**src/rtl/freq_sweep_ctrl.sv**
```systemverilog
// Chirp controller: steps a tuning word from f_start to f_stop, holding each value
// for a programmable dwell, with single-shot / auto-repeat modes and abort.
module freq_sweep_ctrl #(
    parameter int PW = 32,
    parameter int CW = 24
) (
    input  logic          clk,
    input  logic          rst,
    input  logic          en,
    input  logic          start,
    input  logic          abort,
    input  logic          repeat_mode,
    input  logic [PW-1:0] f_start,
    input  logic [PW-1:0] f_stop,
    input  logic [PW-1:0] f_step,
    input  logic [CW-1:0] dwell,
    output logic [PW-1:0] freq,
    output logic          busy,
    output logic          done,
    output logic          wrap
);

    typedef enum logic {IDLE, RUN} state_t;

    state_t        state_reg, state_next;
    logic [PW-1:0] freq_reg, freq_next;
    logic [CW-1:0] cnt_reg, cnt_next;
    logic          busy_reg, busy_next;
    logic          done_reg, done_next;
    logic          wrap_reg, wrap_next;
    logic [PW-1:0] start_l_reg, start_l_next;
    logic [PW-1:0] stop_l_reg, stop_l_next;
    logic [PW-1:0] step_l_reg, step_l_next;
    logic [CW-1:0] dwell_l_reg, dwell_l_next;
    logic          rep_l_reg, rep_l_next;
    logic          up_l_reg, up_l_next;

    logic          launch;
    logic          expire;
    logic          at_stop;
    logic [PW:0]   up_sum;
    logic [PW:0]   dn_diff;
    logic [PW-1:0] up_val;
    logic [PW-1:0] dn_val;

    assign launch  = (state_reg == IDLE) && start && !abort;
    assign expire  = (cnt_reg == dwell_l_reg - CW'(1));
    assign at_stop = (freq_reg == stop_l_reg);

    // One extra bit on both step directions so carry/borrow clamp to the stop word
    assign up_sum  = {1'b0, freq_reg} + {1'b0, step_l_reg};
    assign dn_diff = {1'b0, freq_reg} - {1'b0, step_l_reg};
    assign up_val  = (up_sum >= {1'b0, stop_l_reg}) ? stop_l_reg : up_sum[PW-1:0];
    assign dn_val  = (dn_diff[PW] || (dn_diff[PW-1:0] <= stop_l_reg)) ? stop_l_reg
                                                                       : dn_diff[PW-1:0];

    always_ff @(posedge clk or posedge rst) begin
        if (rst) begin
            state_reg   <= IDLE;
            freq_reg    <= '0;
            cnt_reg     <= '0;
            busy_reg    <= 1'b0;
            done_reg    <= 1'b0;
            wrap_reg    <= 1'b0;
            start_l_reg <= '0;
            stop_l_reg  <= '0;
            step_l_reg  <= '0;
            dwell_l_reg <= '0;
            rep_l_reg   <= 1'b0;
            up_l_reg    <= 1'b0;
        end else if (en) begin
            state_reg   <= state_next;
            freq_reg    <= freq_next;
            cnt_reg     <= cnt_next;
            busy_reg    <= busy_next;
            done_reg    <= done_next;
            wrap_reg    <= wrap_next;
            start_l_reg <= start_l_next;
            stop_l_reg  <= stop_l_next;
            step_l_reg  <= step_l_next;
            dwell_l_reg <= dwell_l_next;
            rep_l_reg   <= rep_l_next;
            up_l_reg    <= up_l_next;
        end
    end

    always_comb begin
        state_next = state_reg;
        case (state_reg)
            IDLE: if (launch) state_next = RUN;
            RUN: begin
                if (abort)
                    state_next = IDLE;
                else if (expire && at_stop && !rep_l_reg)
                    state_next = IDLE;
            end
            default: state_next = IDLE;
        endcase
    end

    always_comb begin
        freq_next    = freq_reg;
        cnt_next     = cnt_reg;
        done_next    = 1'b0;
        wrap_next    = 1'b0;
        busy_next    = (state_next == RUN);
        start_l_next = start_l_reg;
        stop_l_next  = stop_l_reg;
        step_l_next  = step_l_reg;
        dwell_l_next = dwell_l_reg;
        rep_l_next   = rep_l_reg;
        up_l_next    = up_l_reg;
        case (state_reg)
            IDLE: begin
                if (launch) begin
                    start_l_next = f_start;
                    stop_l_next  = f_stop;
                    step_l_next  = (f_step == '0) ? PW'(1) : f_step;
                    dwell_l_next = (dwell == '0) ? CW'(1) : dwell;
                    rep_l_next   = repeat_mode;
                    up_l_next    = (f_stop >= f_start);
                    freq_next    = f_start;
                    cnt_next     = '0;
                end
            end
            RUN: begin
                if (abort) begin
                    cnt_next = '0;
                end else if (expire) begin
                    cnt_next = '0;
                    if (at_stop) begin
                        if (rep_l_reg) begin
                            freq_next = start_l_reg;
                            wrap_next = 1'b1;
                        end else begin
                            done_next = 1'b1;
                        end
                    end else begin
                        freq_next = up_l_reg ? up_val : dn_val;
                    end
                end else begin
                    cnt_next = cnt_reg + CW'(1);
                end
            end
            default: ;
        endcase
    end

    assign freq = freq_reg;
    assign busy = busy_reg;
    assign done = done_reg;
    assign wrap = wrap_reg;

endmodule

```
**config.mk**
```make
export PLATFORM = sky130hd
export DESIGN_NAME = freq_sweep_ctrl
export DESIGN_NICKNAME = d
export VERILOG_FILES = /design/src/rtl/freq_sweep_ctrl.sv
export SDC_FILE = /design/constraint.sdc
export NUM_CORES = 1
export LEC_CHECK = 0
export CORE_MARGIN = 2
export CORE_UTILIZATION = 53
export DETAILED_ROUTE_END_ITERATION = 6
export PLACE_DENSITY = 0.78
export RECOVER_POWER = 100
export REMOVE_ABC_BUFFERS = 1
export SYNTH_ARGS = -nofsm -noshare
export SYNTH_HDL_FRONTEND = slang
export SYNTH_SLANG_ARGS = --single-unit
```
**constraint.sdc**
```tcl
create_clock -name clk -period 5.8 [get_ports clk]
set_input_delay 0.58 -clock clk [delete_from_list [all_inputs] [get_ports clk]]
set_output_delay 0.58 -clock clk [all_outputs]
set_load 0.01 [all_outputs]
```
**Word level (Yosys, flattened, before mapping)**

Cells that the tools add are included.

- Multiplexer cells: 29
- Bitwise gates (word level): 1
- Magnitude comparators: 3
- Add/subtract/negate cells: 4
- Reduce and logical (&&, ||, !) cells: 12
- Equality and inequality tests: 6

Operator list:

| cell | number |
|---|---|
| $mux W32 | 9 |
| $mux W24 | 4 |
| $pmux W32 S2 | 1 |
| $pmux W24 S2 | 1 |
| $add A32 B32 Y33 | 1 |
| $ge A33 B32 Y1 | 1 |
| $sub A32 B32 Y33 | 1 |
| $eq A32 B32 Y1 | 1 |
| $ge A32 B32 Y1 | 1 |
| $le A32 B32 Y1 | 1 |
| $logic_not A32 Y1 | 1 |
| $add A24 B1 Y24 const B | 1 |
| $eq A24 B24 Y1 | 1 |
| $logic_not A24 Y1 | 1 |
| $sub A24 B1 Y24 const B | 1 |
| $mux W1 | 13 |
| $reduce_and A5 Y1 | 1 |
| $logic_and A1 B1 Y1 | 4 |
| $ne A2 B2 Y1 const B | 2 |
| $ne A3 B3 Y1 const B | 1 |
| $reduce_and A3 Y1 | 1 |
| $logic_not A1 Y1 | 2 |
| $ne A2 B1 Y1 const B | 1 |
| $pmux W1 S2 | 1 |
| 3 further kinds | 3 |

- Input bits: 126
- Word-level logic and storage cells: 66
- Register bits after elaboration: 181

**Longest topological paths before layout**

- Depth after elaboration: 9
- Gate-level depth with buffers: 25
- Depth with buffers taken out: 23

**Least setup slack after synthesis**

No wires, ideal clock.

- Path type: flip-flop to flip-flop
- Start point: reg freq_reg[0] (netlist: freq[0])
- End point: reg freq_reg[30] (netlist: freq[30])
- Arrival time: 4916 ps
- Stages on the path, launching flop included: 21
- Buffers on the path: 1
- Setup time: 129 ps
- Setup slack: 754 ps
- Clock period less this slack: 5046 ps
- Cells stage by stage: dfrtp_1 -> ha_1 -> fa_1 -> nor2b_1 -> o311ai_1 -> a21oi_1 -> a21oi_1 -> o211ai_1 -> a2111oi_0 -> nor2_1 -> xnor2_1 -> ha_1 -> a2111oi_0 -> nand3_1 -> o21ai_0 -> nand2_1 -> o21ai_2 -> buf_2 -> o21ai_0 -> a221oi_1 -> o31ai_1

- Longest elaborated chain between the ends: 9
- Elaborated cells on any way between the ends: 15
- Those cells by class: 2 x add/sub; 2 x order compare; 2 x eq/ne; 7 x mux; 2 x reduce/logical

RTL lines:

| element | RTL line | text |
|---|---|---|
| start, declared | 26 | `logic [PW-1:0] freq_reg, freq_next;` |
| start signal, assigned | 73 | `freq_reg <= freq_next;` |
| $sub A32 B32 Y33 | 52 | `assign dn_diff = {1'b0, freq_reg} - {1'b0, step_l_reg};` |
| $le A32 B32 Y1 | 54 | `assign dn_val = (dn_diff[PW] \|\| (dn_diff[PW-1:0] <= stop_l_reg)) ? stop_l_reg` |
| $logic_or A1 B1 Y1 | 54 |  |
| $mux W32 | 54 |  |
| $mux W32 | 139 | `freq_next = up_l_reg ? up_val : dn_val;` |
| $mux W32 | 131 | `if (at_stop) begin` |
| $mux W32 | 129 | `end else if (expire) begin` |
| $mux W32 | 127 | `if (abort) begin` |
| $pmux W32 S2 | 113 | `case (state_reg)` |

Parallel ways exist; a longest one is shown, timed or not. The select of a mux whose other input is x is not followed.
A chain may end at the register's enable or synchronous reset.

**Final worst setup path**

- Start point: reg freq_reg[0] (netlist: freq[0])
- End point: reg freq_reg[2] (netlist: freq[2])

Same word-level chain as after synthesis.

==> summary.md <==
| Metric | Value |
|---|---|
| Status | `complete, but fails checks` |
| Violated checks | `capacitance limit, slew limit` |
| Die Ht | `about 170 um` |
| Ys Warns | `0` |
| Post-DP HPWL | `42,300 um` |
| Initial Util | `around 54%` |
| EDFF count, synth | `0` |
| GR Overflow Total | `0` |
| CP Class | `flip-flop to flip-flop` |
| Die W | `between 150 and 200 um` |
| Area contributors post-synth | `dfrtp_1 30%, ha_1 13%, nand2_1 6.4%, o21ai_0 6.4%, xnor2_1 5.1%` |
| Synth top area share | `29.8%` |
| Layout Skew | `a little under 20 ps` |
| Commonest cells post-synth | `260 x nand2_1, 193 x o21ai_0, 181 x dfrtp_1, 162 x ha_1, 139 x inv_1` |
| Slowest stage delay, CP | `430 ps` |
| CP required | `6150 ps` |
| Routed WL per cell | `between 20 and 25 um` |
| DRT iter0 DRCs | `about 2,000` |
| Clock slew at reported path FFs | `about 80 ps` |
| Syn Inst Count | `between 1,500 and 2,000` |
| Antenna violations before repair | `0` |
| Mapped cell area | `between 15,000 and 20,000 sq um` |
| Synthesized area per cell | `between 8 and 9 sq um` |
| Fillers | `roughly 2,400` |
| Area leader, netlist | `dfrtp_1` |
| Final setup fails | `0` |
| Clock buffer count from CTS | `17` |
| Global-route wire length before repair | `between 80,000 and 90,000 um` |
| Final Power | `approximately 10,000 uW` |
| Clk root buf | `clkbuf_16` |
| Crit path cell chain | `ha_1 > fa_1 > nor2b_1 > o311ai_2 > buf_4 > a211oi_1 > o21bai_1 > a21oi_1 > nor4b_1 > a211oi_1 > ha_1 > nand4_1 > nor3_1 > o311ai_0 > nand3_1 > o21ai_1 > nand2_2 > nor2_1 > buf_2 > a22o_1 > a32o_1 > o31ai_1` |
| Worst-path maximum fanout | `10` |
| Unique masters post-synth | `80` |
| Startpoint types | `flip-flop` |
| Pre-CTS WS | `106 ps` |
| Nets | `about 2,300` |
| Synthesis-to-finish area growth | `19.5%` |
| Total clock sinks | `between 150 and 200` |
| Clock Latency Late Sink | `460 ps` |
| Multi-input logic area | `just under 10,000 sq um` |
| Antenna cells | `0` |
| Hold/Removal Path Class | `flip-flop to flip-flop` |
| Post-Place Cells | `~2,400` |
| H-tree levels | `4` |
| PortBufs | `between 150 and 200` |
| Number of global-route vias before repair | `around 15,000` |
| TritonCTS clock tree | `built` |
| Pleak | `approximately 0.0082 uW` |
| Seq/Total Area, Yosys | `29.8%` |
| I/O Pins | `about 160` |
| Slew @ Worst Pin | `between 4000 and 5000 ps` |
| Seq cells post-synth | `roughly 180` |
| Setup tns final | `0 ps` |
| Critical path's slowest cell | `dfrtp_1` |
| Max-slew violation count | `between 300 and 400` |
| VDD IR-drop max | `between 0.3 and 0.4 mV` |
| Via density | `roughly 6.3` |
| Share of cells above drive strength 1 | `approximately 6.4%` |
| Primary FF master, synth | `dfrtp_1` |
| Register area | `between 4000 and 5000 sq um` |
| Core box area | `~28,000 sq um` |
| Antenna-violating nets left | `0` |
| Routability cong. | `between 1 and 1.5` |
| DIE AREA | `roughly 30,000 sq um` |
| DRC Markers | `0` |
| Worst Setup End Kind | `flip-flop` |
| Core Util, Final | `64.9%` |
| Rel. slew slack | `-195%` |
| Clock Path Buffers | `2` |
| Vias | `roughly 15,000` |
| Clock period minus worst slack | `between 5000 and 6000 ps` |
| GRT Resource Usage Total | `between 30% and 40%` |
| Final hold vios | `0` |
| Final setup margin | `about 220 ps` |
| Arrival @ worst endpoint | `~6000 ps` |
| Most instantiated library cell after synthesis | `nand2_1` |
| Routed WL | `around 55,000 um` |
| Max Fclk | `about 180 MHz` |
| Non-filler instance count after layout | `2,449` |
| Row count | `between 60 and 70` |
| Period utilization | `between 90% and 100%` |
| Power per standard cell area | `approximately 560 nW/um^2` |
| Max-Cap Viols | `5` |
| Largest net degree at the start of global routing | `between 100 and 150` |
| FFs w/ async S/R, synth | `100%` |
| Pre-antenna DRT Iters | `7` |
-- where the power goes --
part | switching [uW] | leakage, uW | internal [uW] | total, uW
clock | 632 | 0.000304 | 629 | 1260
sequential | 326 | 0.00227 | 1560 | 1890
combinational | 4200 | 0.00560 | 2780 | 6980
-- routing by layer --
layer,track usage [%],vias up,share of wire [%]
li1,-,7098,-
met1,46.6,7435,41
met2,56.3,790,45
met3,9.47,135,9.7
met4,15.8,0,4.3
met5,0,-,0
-- repair_timing --
item	CTS	global route
buffers inserted	0	1
gates resized for setup	0	18
hold buffers	0	0
setup endpoints to repair	0	32
-- area by class of cell --
type	instances	area share [%]
inverter	140	2.89
clock inverter	15	1.12
tap	378	2.60
clock buffer	17	2.34
sequential	181	24.9
timing repair buffer	238	12.0
multi-input combinational	1480	54.1
-- final timing paths --
path,cells past startpoint,slack (ps),endpoint,startpoint
min,1,480,start_l_reg[22],start_l_reg[22]
min in group asynchronous,2,2260,start_l_reg[0],rst
min reg2reg,1,480,start_l_reg[22],start_l_reg[22]
max reg2reg,22,220,freq[2],freq[0]
max,22,220,freq[2],freq[0]
max in group asynchronous,3,930,step_l_reg[13],rst
-- cells in the final DEF (no fill, tap or decap), drive strengths merged, types with 17 or more instances in the layout --
cell type	netlist	routed
clkbuf	61	32
nor4	31	31
a211oi	19	19
o21ai	198	198
a21o	31	31
buf	27	63
a22oi	18	18
nor2	106	106
a221oi	17	17
dlygate4sd3	0	30
nand3	44	44
nand2b	30	30
xnor2	88	88
a21oi	101	101
nand2	261	261
nand4	38	38
inv	139	146
and3	23	23
o31ai	17	17
xor2	40	40
dfrtp	181	181
clkdlybuf4s50	0	130
o211ai	22	22
ha	162	162
nor3	36	36
-- through the flow --
| stage | area, sq um | hold slack [ps] |
|---|---|---|
| floorplan | 14800 | 443 |
| global placement | 17500 | 460 |
| detailed placement | 17500 | 466 |
| CTS | 18200 | 484 |
| global route | 18200 | 518 |
| finish | 18200 | 482 |
-- worst max-delay path, delay by kind of cell, from the launching register on --
kind,cells,cell delay (ps)
AOI/OAI and AO/OA,10,2140
and+or+nand+nor,7,1410
adders and majority gates,3,1040
DFF,1,430
buffers and inverters,2,420
-- logic make-up (layout without fill, tap and decap cells) --
group | count (synthesis) | after routing | share of synthesized area [%]
AO/OA/AOI/OAI | 554 | 554 | 23.2
XOR/XNOR | 128 | 128 | 7.38
adder cells (fa/ha/maj) | 164 | 164 | 13.6
buffers and inverters | 228 | 410 | 6.01
flip-flops | 181 | 181 | 29.8
multiplexers | 4 | 4 | 0.272
AND/OR/NAND/NOR | 630 | 630 | 19.8
Power figures use the tool's default switching activity.
